--- src/rtl/tx_arbiter.sv ---
// tx_arbiter
// Round-robin, packet-locked arbiter sharing one UART transmit byte channel
// among N requesters. When a requester is granted, it keeps the channel until its last
// byte is accepted or until MAX_BURST bytes have been sent. Backpressure from
// the transmit FIFO passes straight through to the granted requester.
//
// Optional build macro: TX_ARB_CHAN_TAG_EN. When defined, every grant starts
// with a tag byte {4'hA, g[3:0]} before the payload. The tag byte does not
// count toward MAX_BURST.
//
// Handshake: a byte moves on a posedge where out_vld && out_rdy. On the
// requester side, the same transfer is req_vld[g] && req_rdy[g]. Neither
// valid waits on ready; ready may be asserted while valid is low.
//
// Ports:
//   clk        in   system clock, posedge
//   rst        in   asynchronous active-low reset
//   req_vld    in   [N]   per-requester byte valid
//   req_data   in   [8N]  per-requester byte, lane i = [8i+7:8i]
//   req_last   in   [N]   current byte ends the packet
//   req_rdy    out  [N]   per-requester accept (at most one bit set)
//   out_data   out  [8]   byte to the transmit controller
//   out_vld    out        out_data valid
//   out_rdy    in         transmit FIFO not full
//   grant      out  [N]   one-hot owner, 0 when idle
//   busy       out        FSM not in IDLE
//   forced_rel out        one-cycle pulse after a MAX_BURST release
//   state_dbg  out  [2]   FSM state encoding, for observation
module tx_arbiter #(
  parameter int N         = 4,
  parameter int MAX_BURST = 64
) (
  input  logic             clk,
  input  logic             rst,
  input  logic [N-1:0]     req_vld,
  input  logic [8*N-1:0]   req_data,
  input  logic [N-1:0]     req_last,
  output logic [N-1:0]     req_rdy,
  output logic [7:0]       out_data,
  output logic             out_vld,
  input  logic             out_rdy,
  output logic [N-1:0]     grant,
  output logic             busy,
  output logic             forced_rel,
  output logic [1:0]       state_dbg
);

  localparam int PTR_W = $clog2(N);
  localparam int SW    = PTR_W + 1;

  typedef enum logic [1:0] {
    S_IDLE = 2'd0,
`ifdef TX_ARB_CHAN_TAG_EN
    S_TAG  = 2'd1,
`endif
    S_XFER = 2'd2
  } state_e;

  state_e             state_q, state_d;
  logic [PTR_W-1:0]   ptr_q, ptr_d;
  logic [PTR_W-1:0]   g_q, g_d;
  logic [N-1:0]       grant_q, grant_d;
  logic [7:0]         cnt_q, cnt_d;
  logic               forced_q, forced_d;

  // Round-robin scan: first valid requester at or after ptr, wrapping.
  logic               win_found;
  logic [PTR_W-1:0]   win_idx;
  logic [SW-1:0]      scan_idx;

  always_comb begin
    win_found = 1'b0;
    win_idx   = '0;
    scan_idx  = '0;
    for (int k = 0; k < N; k++) begin
      scan_idx = {1'b0, ptr_q} + SW'(k);
      if (scan_idx >= SW'(N)) scan_idx = scan_idx - SW'(N);
      if (!win_found && req_vld[scan_idx[PTR_W-1:0]]) begin
        win_found = 1'b1;
        win_idx   = scan_idx[PTR_W-1:0];
      end
    end
  end

  // Lane of the current owner.
  logic               sel_vld;
  logic               sel_last;
  logic [7:0]         sel_data;

  always_comb begin
    sel_vld  = 1'b0;
    sel_last = 1'b0;
    sel_data = '0;
    for (int i = 0; i < N; i++) begin
      if (g_q == PTR_W'(i)) begin
        sel_vld  = req_vld[i];
        sel_last = req_last[i];
        sel_data = req_data[8*i +: 8];
      end
    end
  end

`ifdef TX_ARB_CHAN_TAG_EN
  logic [3:0] tag_id;
  assign tag_id = 4'(g_q);
`endif

  always_comb begin
    state_d  = state_q;
    ptr_d    = ptr_q;
    g_d      = g_q;
    grant_d  = grant_q;
    cnt_d    = cnt_q;
    forced_d = 1'b0;
    out_data = '0;
    out_vld  = 1'b0;
    req_rdy  = '0;
    case (state_q)
      S_IDLE: begin
        if (win_found) begin
          g_d              = win_idx;
          grant_d          = '0;
          grant_d[win_idx] = 1'b1;
          cnt_d            = '0;
`ifdef TX_ARB_CHAN_TAG_EN
          state_d          = S_TAG;
`else
          state_d          = S_XFER;
`endif
        end
      end
`ifdef TX_ARB_CHAN_TAG_EN
      S_TAG: begin
        out_data = {4'hA, tag_id};
        out_vld  = 1'b1;
        if (out_rdy) state_d = S_XFER;
      end
`endif
      S_XFER: begin
        out_data = sel_data;
        out_vld  = sel_vld;
        // grant_q is one-hot on g, so this gates ready to the owner only.
        req_rdy  = grant_q & {N{out_rdy}};
        if (sel_vld && out_rdy) begin
          cnt_d = cnt_q + 8'd1;
          if (sel_last || (cnt_q + 8'd1 == 8'(MAX_BURST))) begin
            state_d  = S_IDLE;
            grant_d  = '0;
            // A last byte landing exactly on the limit is a normal release.
            forced_d = !sel_last;
            if (g_q == PTR_W'(N-1)) ptr_d = '0;
            else                    ptr_d = g_q + PTR_W'(1);
          end
        end
      end
      default: state_d = S_IDLE;
    endcase
  end

  always_ff @(posedge clk or negedge rst) begin
    if (!rst) begin
      state_q  <= S_IDLE;
      ptr_q    <= '0;
      g_q      <= '0;
      grant_q  <= '0;
      cnt_q    <= '0;
      forced_q <= 1'b0;
    end else begin
      state_q  <= state_d;
      ptr_q    <= ptr_d;
      g_q      <= g_d;
      grant_q  <= grant_d;
      cnt_q    <= cnt_d;
      forced_q <= forced_d;
    end
  end

  assign grant      = grant_q;
  assign busy       = (state_q != S_IDLE);
  assign forced_rel = forced_q;
  assign state_dbg  = state_q;

endmodule

--- config.mk ---
export PLATFORM = sky130hd
export DESIGN_NAME = tx_arbiter
export DESIGN_NICKNAME = d
export VERILOG_FILES = /design/src/rtl/tx_arbiter.sv
export SDC_FILE = /design/constraint.sdc
export NUM_CORES = 1
export LEC_CHECK = 0
export CORE_ASPECT_RATIO = 0.8
export CORE_MARGIN = 1
export CORE_UTILIZATION = 45
export CTS_CLUSTER_DIAMETER = 120
export DETAILED_ROUTE_END_ITERATION = 12
export HOLD_SLACK_MARGIN = 0.06
export PLACE_DENSITY = 0.88
export SYNTH_ARGS = -nofsm -noshare
export SYNTH_HDL_FRONTEND = slang
export SYNTH_SLANG_ARGS = --single-unit
--- constraint.sdc ---
create_clock -name clk -period 4.45 [get_ports clk]
set_input_delay 0.445 -clock clk [delete_from_list [all_inputs] [get_ports clk]]
set_output_delay 0.445 -clock clk [all_outputs]
set_load 0.02 [all_outputs]
Word-level counts from Yosys, hierarchy flattened
Cells that the tools add are included.
- output and inout bits: 21
- flip-flop bits (word level): 19
- word-level logic and storage cells: 105
- input bits: 43
- $add $sub $neg: 9
- order comparisons: 10
- equality and inequality tests: 8
- multiplexer cells: 52
- reductions and logical operators: 19
- bitwise gates (word level): 1
- operator list (operator ; number):
    2-to-1 mux 8 bit ; 7
    2-to-1 mux 2 bit ; 12
    2-to-1 mux 1 bit ; 21
    2-to-1 mux 4 bit ; 4
    case mux 8 bit (2 select lines) ; 1
    < comparator 2 x 3 -> 1 bit (second input constant) ; 5
    >= comparator 3 bit (second input constant) ; 3
    AND reduction 3 bit ; 3
    adder 8 x 1 -> 8 bit (second input constant) ; 1
    binary-select mux 1 bit (select 2 bit) ; 4
    equality test 8 x 7 -> 1 bit (second input constant) ; 1
    case mux 4 bit (2 select lines) ; 1
    subtractor 2 x 1 -> 2 bit (second input constant) ; 4
    adder 2 x 2 -> 3 bit (second input constant) ; 2
    equality test 2 bit (second input constant) ; 3
    inequality test 2 bit (second input constant) ; 3
    logical AND 1 bit ; 5
    bitwise AND 4 bit ; 1
    logical NOT 1 bit ; 4
    logical NOT 2 bit ; 2
    case mux 2 bit (2 select lines) ; 1
    AND reduction 4 bit ; 1
    nonzero test 2 bit ; 2
    adder 2 x 1 -> 3 bit (second input constant) ; 1
    7 further kinds ; 7

Longest topological paths before layout
- depth after elaboration: 20
- depth in mapped cells: 9
- mapped depth without buffers: 7

Least setup slack after synthesis
No wires, ideal clock.
- kind: flip-flop to output port
- start: register g_q[0]
- end: output port out_data[5]
- buffers on the path: 2
- stages on the path, launching flop included: 9
- path slack: 2403 ps
- arrival time: 1602 ps
- data required time: 4005 ps
- path through: dfrtp_1 inv_1 ha_1 buf_4 clkbuf_1 nor2b_1 nor3_1 a21oi_1 nor2_1
- word-level cells in the longest chain between the ends: 6
- elaborated cells on any way between the ends: 9
- those cells by class: eq/ne: 3; mux: 5; reduce/logical: 1
- RTL lines (what ; line ; text):
    start: declaration ; 61 ; logic [PTR_W-1:0] g_q, g_d;
    start signal: assignment ; 171 ; g_q <= g_d;
    logical NOT 2 bit ; 95 ; if (g_q == PTR_W'(i)) begin
    2-to-1 mux 8 bit (3 in a row) ; 95 ;
    2-to-1 mux 8 bit (*) ; 95 ;
    2-to-1 mux 8 bit (*) ; 118 ; case (state_q)
    end: declaration ; 39 ; output logic [7:0] out_data,
Every way passes the cells marked *; elsewhere a longest branch is shown, timed or not.

Worst setup path after layout
- start: register g_q[1]
- end: output port out_data[1]
The elaborated chain is that of the path after synthesis.

==> results <==
- The power per standard cell area is between 500 and 600 nW/um^2.
- On the final layout, the worst clock skew is approximately 0.0037 ns.
- Headroom to the max-slew limit came out at a little under half.
- The adder-cell area share of the yosys netlist is 4.37%.
- Post-CTS repair changed the size of 0 cells.
- The number of nets in the finished design is between 200 and 300.
- The final standard cell utilization of the core is approximately 72%.
- The layout cell share with drive strength beyond 1 is 6.17%.
- The buffer levels on the longest clock path is 2.
- The multi-input combinational cells in the finished layout cover a total of 892 um^2.
- The combined flip-flop and latch cell area is between 400 and 500 um^2.
- The critical path start-end classification is flop to output pin.
- By area, the combinational part of the netlist is dominated by simple AND/OR/NAND/NOR gates.
- The routability-driven placement congestion ratio is roughly 0.80.
- The die width is around 65 um.
- Post-CTS timing repair inserted 0 buffers for setup.
- Entering global routing, the biggest net connects 24 pins.
- Buffers inserted during clock tree synthesis total 3.
- 0 antenna diodes ended up in the layout.
- Port buffering added 62 buffers.
- The global-route congestion overflow total is 0.
- Dividing the synthesized area by the synthesized cell count gives about 8.3 um^2.
- Setup repair after global routing left no endpoint under its margin.
- In the synthesized netlist, mux cells make up 5.85% of the area.
- The worst hold path terminates at grant[1]$_DFFE_PN0P_.
- The worst-case IR drop observed on VDD is 0.000371 V.
- The remaining design rule violation count is 0.
- Measured in cells, the most critical reg-to-reg path has a length of 6.
- The number of top-level pins is 64.
- The worst hold path belongs to the class flop to flop.
- Of all cell types, the one taking the most synthesized area is sky130_fd_sc_hd__dfrtp_1.
- The clock reaches the later pin of the worst-skew pair after around 0.26 ns.
- The count of hold-fix buffers inserted at cts is 0.
- The run finished with clean final reports.
- The number of distinct library cell variants in the gate-level netlist after synthesis is 40.
- Summed over all cells, the static leakage comes to 0.846 nW.
- Synthesis produced a netlist with a net count of ~220.
- The required time reported for the critical path endpoint is approximately 4 ns.
- The via count of the routed design is ~1500.
- The area of the mapped netlist is 1430 um^2.
- For the pin with the worst max-slew slack, the measured transition is just over 0.8 ns.
- In the synthesized netlist the dominant register cell turns out to be sky130_fd_sc_hd__dfrtp_1.
- The wire length per cell is ~15 um.
- Global routing used around a quarter of the available tracks across all layers.
- Walking the worst path, the cells encountered are inv_1 -> ha_1 -> nor2b_1 -> a221oi_1 -> nor3_1 -> a21oi_1 -> nor2_1 -> clkdlybuf4s50_1.
- The floorplan step defined a core boundary enclosing between 2000 and 3000 um^2.
- The half-perimeter wire length of the detailed placement result is roughly 3000 um.
- The synthesized netlist devotes between 20 and 25% of its cell area to compound gates.
- The number of global-route vias before repair came to 1341.
- The clock period minus final worst setup slack is approximately 3.1 ns.
- The worst-path cell with the longest stage delay is sky130_fd_sc_hd__clkdlybuf4s50_1.
- The count of pins over their slew limit was 0.
- The synthesis warning total is 0.
- The ratio of routed vias to standard cells is 5.58.
- The basic-gate share of the synthesized area counting and, or, nand and nor cells is 28.2%.
- The instance count along the most critical hold path is 2.
- The filler cells instantiated in the layout total 252.
- The tool flagged a number of max-cap violations equal to 0.
- The post-route clock period utilization is a little over two thirds.
- For this configuration, the core starts out at a cell density of 49.5%.
- Leaving out fill and tap cells, the most frequent cell in the layout is sky130_fd_sc_hd__clkdlybuf4s50_1.
- In this run the worst path has a maximum fanout of 13.
- The number of synthesized flops with an enable pin is 0.
- The worst setup path is launched from a flop.
- The root buffer selected by CTS is sky130_fd_sc_hd__clkbuf_8.
- The global-route wire length before repair is 6740 um.
- The final setup violation count is 0.
- The floorplan step set the die height to around 52 um.
- The number of sinks on the clock net is 18.
- The area of the die is around 3400 um^2.
- The post-route antenna net violation count is 0.
- The arrival time reported for the critical path endpoint is 2.69 ns.
- The proportion of synthesized flip-flops having asynchronous set or reset is 100%.
- The synthesized netlist cell count is roughly 170.
- The number of violations reported at the end of detailed-routing iteration 0 is ~80.
- The startpoint of the most critical hold path is grant[1]$_DFFE_PN0P_.
- For this run, the detailed router's first-pass iteration total came to 4.
- The count of endpoints failing hold in the final timing report is 0.
- The maximum operating frequency is around 0.32 GHz.
- The total negative slack is 0 ns.
- CTS built an H-tree with a depth of 1.
- The endpoint of the worst register-to-register path is ptr_q[0]$_DFFE_PN0P_.
- The placement row count is 17.
- The delay of the slowest cell on the worst path is ~0.6 ns.
- Of the total synthesized cell area, the portion taken by XOR and XNOR cells is 1.22%.
- In the post-synthesis netlist, the biggest area contributors are sky130_fd_sc_hd__dfrtp_1 31%, sky130_fd_sc_hd__nor2b_1 4.8%, sky130_fd_sc_hd__a21oi_1 4.5%, sky130_fd_sc_hd__ha_1 4.4%, sky130_fd_sc_hd__a221oi_1 4.3%.
- Leaving out fill and tap cells, the most frequent cells in the layout are 62 x sky130_fd_sc_hd__clkdlybuf4s50_1, 18 x sky130_fd_sc_hd__dfrtp_1, 15 x sky130_fd_sc_hd__nand2_1, 13 x sky130_fd_sc_hd__a21oi_1, 13 x sky130_fd_sc_hd__nor2_1.
- TritonCTS built the clock tree.
- The sequential fraction of the synthesis area is between 30% and 40%.
- The area growth from synthesis to layout is 45.8%.
- The top-area cell type share of the netlist area is around a third.
- The worst register-to-register path begins at g_q[0]$_DFFE_PN0P_.
- In this run, synthesis produced a sequential element count of 18.
- The setup check on the worst reg-to-reg path leaves a slack of 1.76 ns.
- The clock edge transition at the registers on the reported setup and hold paths is 0.07 ns.
- The detailed-route wire length is around 4100 um.
- The number of antenna violations at the first check in global routing came to 0.
- The critical path endpoint category is an output pin.
-- metal layers --
| metal | global-route usage [%] | share of wire [%] | vias up |
|---|---|---|---|
| li1 | - | - | 733 |
| met4 | 6.88 | 0.64 | 0 |
| met5 | 0 | 0 | - |
| met2 | 39.2 | 43 | 44 |
| met3 | 5.00 | 5.4 | 4 |
| met1 | 38.5 | 51 | 698 |
-- worst max-delay path by stage --
stage                             startpoint     endpoint  slack (ns)  cells after the start
final                     g_q[1]$_DFFE_PN0P_  out_data[1]        1.31                      8
after global routing      g_q[1]$_DFFE_PN0P_  out_data[5]        1.08                      8
after CTS                 g_q[1]$_DFFE_PN0P_  out_data[5]        1.32                      8
after detailed placement  g_q[1]$_DFFE_PN0P_  out_data[5]        1.62                      8
after global placement    g_q[1]$_DFFE_PN0P_  out_data[5]        1.66                      8
after floorplan           g_q[0]$_DFFE_PN0P_  out_data[5]        2.40                      8
-- worst max-delay path: cells and delay by family (launching register included) --
kind                     cells  cell delay (ns)
AO/OA/AOI/OAI                2             0.21
adder cells (fa/ha/maj)      1             0.34
buffers and inverters        2             0.70
flip-flops                   1             0.38
AND/OR/NAND/NOR              3             0.81
-- state kept, by name, summed over array words and instances, names as in the netlist --
register / count
g_q: 2
grant: 4
forced_rel: 1
ptr_q: 2
cnt_q: 8
state_dbg: 1
-- cells in the mapped netlist, types with 2 or more instances --
cell type	n
sky130_fd_sc_hd__mux2_2	3
sky130_fd_sc_hd__nand2_1	15
sky130_fd_sc_hd__and2_1	2
sky130_fd_sc_hd__nand3b_1	2
sky130_fd_sc_hd__o22ai_1	2
sky130_fd_sc_hd__nor3b_1	3
sky130_fd_sc_hd__xnor2_1	2
sky130_fd_sc_hd__inv_1	6
sky130_fd_sc_hd__o21ai_0	10
sky130_fd_sc_hd__mux2i_1	5
sky130_fd_sc_hd__nor3_1	8
sky130_fd_sc_hd__nor2b_1	11
sky130_fd_sc_hd__nand3_1	8
sky130_fd_sc_hd__dfrtp_1	18
sky130_fd_sc_hd__a21oi_1	13
sky130_fd_sc_hd__a22o_1	2
sky130_fd_sc_hd__a311oi_1	2
sky130_fd_sc_hd__buf_4	3
sky130_fd_sc_hd__a221oi_1	7
sky130_fd_sc_hd__a211oi_2	2
sky130_fd_sc_hd__nor2_1	13
sky130_fd_sc_hd__buf_2	3
sky130_fd_sc_hd__and3_1	8
sky130_fd_sc_hd__clkbuf_1	5
sky130_fd_sc_hd__ha_1	5
-- logic make-up (layout without fill, tap and decap cells) --
kind of cell	after synthesis	after routing
flops	18	18
simple gates	76	76
mux	8	8
compound gates	45	45
fa+ha+maj	5	5
xor+xnor	2	2
other cells	1	1
buf+inv	18	72
-- report_power, final --
part           switching (mW)  total (mW)  leakage, nW  internal, mW
Combinational           0.428       0.806        0.581         0.378
Sequential             0.0596       0.271        0.236         0.212
Clock                  0.0574       0.136       0.0288        0.0788
-- cell type report --
| class | instances | area share (%) |
|---|---|---|
| sequential | 18 | 21.6 |
| inverter | 6 | 1.08 |
| clock buffer | 4 | 2.64 |
| multi-input combinational | 137 | 42.7 |
| tap | 38 | 2.28 |
| timing repair buffer | 62 | 29.7 |
-- through the flow --
step	setup WS [ns]	hold WS (ns)	instances	area, um^2	total power, mW
after CTS	1.32	0.552	265	2090	1.21
final	1.31	0.554	265	2090	1.21
after global placement	1.66	0.525	261	2030	1.06
after detailed placement	1.62	0.533	261	2030	1.07
after global routing	1.08	0.577	265	2090	1.30
after floorplan	2.40	0.149	173	1430	0.796
No activity file was read; power rests on OpenSTA's default activity.
==> edit, RTL diff (config.mk and constraints unchanged) <==
Add a define of `TX_ARB_CHAN_TAG_EN`.
--- a/src/rtl/tx_arbiter.sv
+++ b/src/rtl/tx_arbiter.sv
@@ -26,6 +26,8 @@
 //   busy       out        FSM not in IDLE
 //   forced_rel out        one-cycle pulse after a MAX_BURST release
 //   state_dbg  out  [2]   FSM state encoding, for observation
+`define TX_ARB_CHAN_TAG_EN
+
 module tx_arbiter #(
   parameter int N         = 4,
   parameter int MAX_BURST = 64
Behaviour: not the same (a bounded check fails within 4 cycles, from zero or initial values and one cycle with rst low).
==> edit against the unedited design <==
  * The run now ends with DRC left
  * Total power down 2.6%
  * Sequential cell count up 1
  * Count of clock-buffer cells in the layout unchanged
  * Clock power down 9.6%
  * Hold slack better by 6.3 ps
  * Design area up 15%
  * Setup slack worse by 38 ps
  * Routed wire length up 13%
  * Register-to-register slack worse by 60 ps
  * Area after synthesis up 20%
  * Via count up 15%
  * Critical path type unchanged
  * Largest power group unchanged
==> edit: results <==
<?xml version="1.0" encoding="UTF-8"?>
<metrics>
  <group name="critical_path">
    <metric name="slowest_delay" unit="ps">560</metric>
    <metric name="crit_end" unit="">out_data[5]</metric>
    <metric name="slowest_stage" unit="">sky130_fd_sc_hd__ha_1</metric>
    <metric name="cp_data_arrival_time" unit="ps">2730</metric>
    <metric name="crit_family" unit="">buffers and inverters</metric>
  </group>
  <group name="sta">
    <metric name="timing.hold.ws" unit="ps">559.9</metric>
    <metric name="final.setup.worst_slack" unit="ps">1275</metric>
    <metric name="final.setup_skew" unit="ps">11.56</metric>
  </group>
  <group name="power">
    <metric name="p_int" unit="uW">640.9</metric>
  </group>
  <group name="cells_and_area">
    <metric name="finish.net_count" unit="">306</metric>
    <metric name="layout.core_utilization" unit="">0.6779</metric>
    <metric name="num-fill-cells" unit="">286</metric>
    <metric name="buffers" unit="">63</metric>
    <metric name="multi_input_gate_share_of_the_layout_cell_area" unit="">0.4846</metric>
    <metric name="layout-drive-gt1-share" unit="">0.05906</metric>
  </group>
  <group name="drt">
    <metric name="detailroute.wirelength.met3" unit="um">201</metric>
    <metric name="violation_count_after_the_first_detailed_route_iteration" unit="">113</metric>
    <metric name="route.detailed.drc" unit="">4</metric>
    <metric name="routed_wl" unit="mm">4.591</metric>
    <metric name="drt_first_pass_iters" unit="">10</metric>
    <metric name="wl_met1" unit="mm">2.118</metric>
  </group>
  <group name="placement">
    <metric name="pre_cts_ws" unit="ps">1562</metric>
    <metric name="placement.io_buffers" unit="">63</metric>
    <metric name="placed_cells_incl_taps" unit="">292</metric>
    <metric name="place_hpwl" unit="mm">3.540</metric>
  </group>
  <group name="yosys">
    <metric name="synth.top_cells.by_area" unit="">sky130_fd_sc_hd__dfrtp_1, sky130_fd_sc_hd__ha_1, sky130_fd_sc_hd__nor2b_1, sky130_fd_sc_hd__nand2_1, sky130_fd_sc_hd__a221oi_1</metric>
    <metric name="syn_area_per_cell" unit="um^2">8.758</metric>
    <metric name="synthTopCellsByCount" unit="">sky130_fd_sc_hd__dfrtp_1, sky130_fd_sc_hd__nand2_1, sky130_fd_sc_hd__nor2b_1</metric>
  </group>
  <group name="outcome">
    <metric name="violations" unit="">DRC</metric>
    <metric name="status" unit="">complete, but fails checks</metric>
  </group>
  <group name="min_path">
    <metric name="hold_path_end" unit="">g_q[0]$_DFFE_PN0P_</metric>
  </group>
  <group name="global_routing">
    <metric name="global_route.usage.met3" unit="">0.04594</metric>
    <metric name="gr-usage-all-layers" unit="">0.2289</metric>
    <metric name="grt.met1_usage" unit="">0.3153</metric>
    <metric name="grt_pass1_wl" unit="mm">7.376</metric>
    <metric name="grt.met2_usage" unit="">0.3769</metric>
  </group>
</metrics>
-- edit: changes by cell type in the layout (fill, tap and decap cells not counted), moves of 3 or more --
cell,unedited run,this run
sky130_fd_sc_hd__nor2_1,13,8
sky130_fd_sc_hd__a21oi_1,13,9
sky130_fd_sc_hd__nand3_1,8,4
sky130_fd_sc_hd__o22ai_1,2,6
sky130_fd_sc_hd__a211oi_1,0,3
sky130_fd_sc_hd__a22o_1,2,5
sky130_fd_sc_hd__ha_1,5,8
sky130_fd_sc_hd__mux2_2,3,0
sky130_fd_sc_hd__xor2_1,0,3
-- edit: cells by family after synthesis --
| group | count (synthesis) | synth area share |
|---|---|---|
| buffers and inverters | 19 | 0.05003 |
| multiplexers | 7 | 0.04496 |
| XOR/XNOR | 6 | 0.03046 |
| flip-flops | 19 | 0.2756 |
| AND/OR/NAND/NOR | 76 | 0.2596 |
| adder cells (fa/ha/maj) | 8 | 0.05802 |
| AO/OA/AOI/OAI | 62 | 0.2814 |
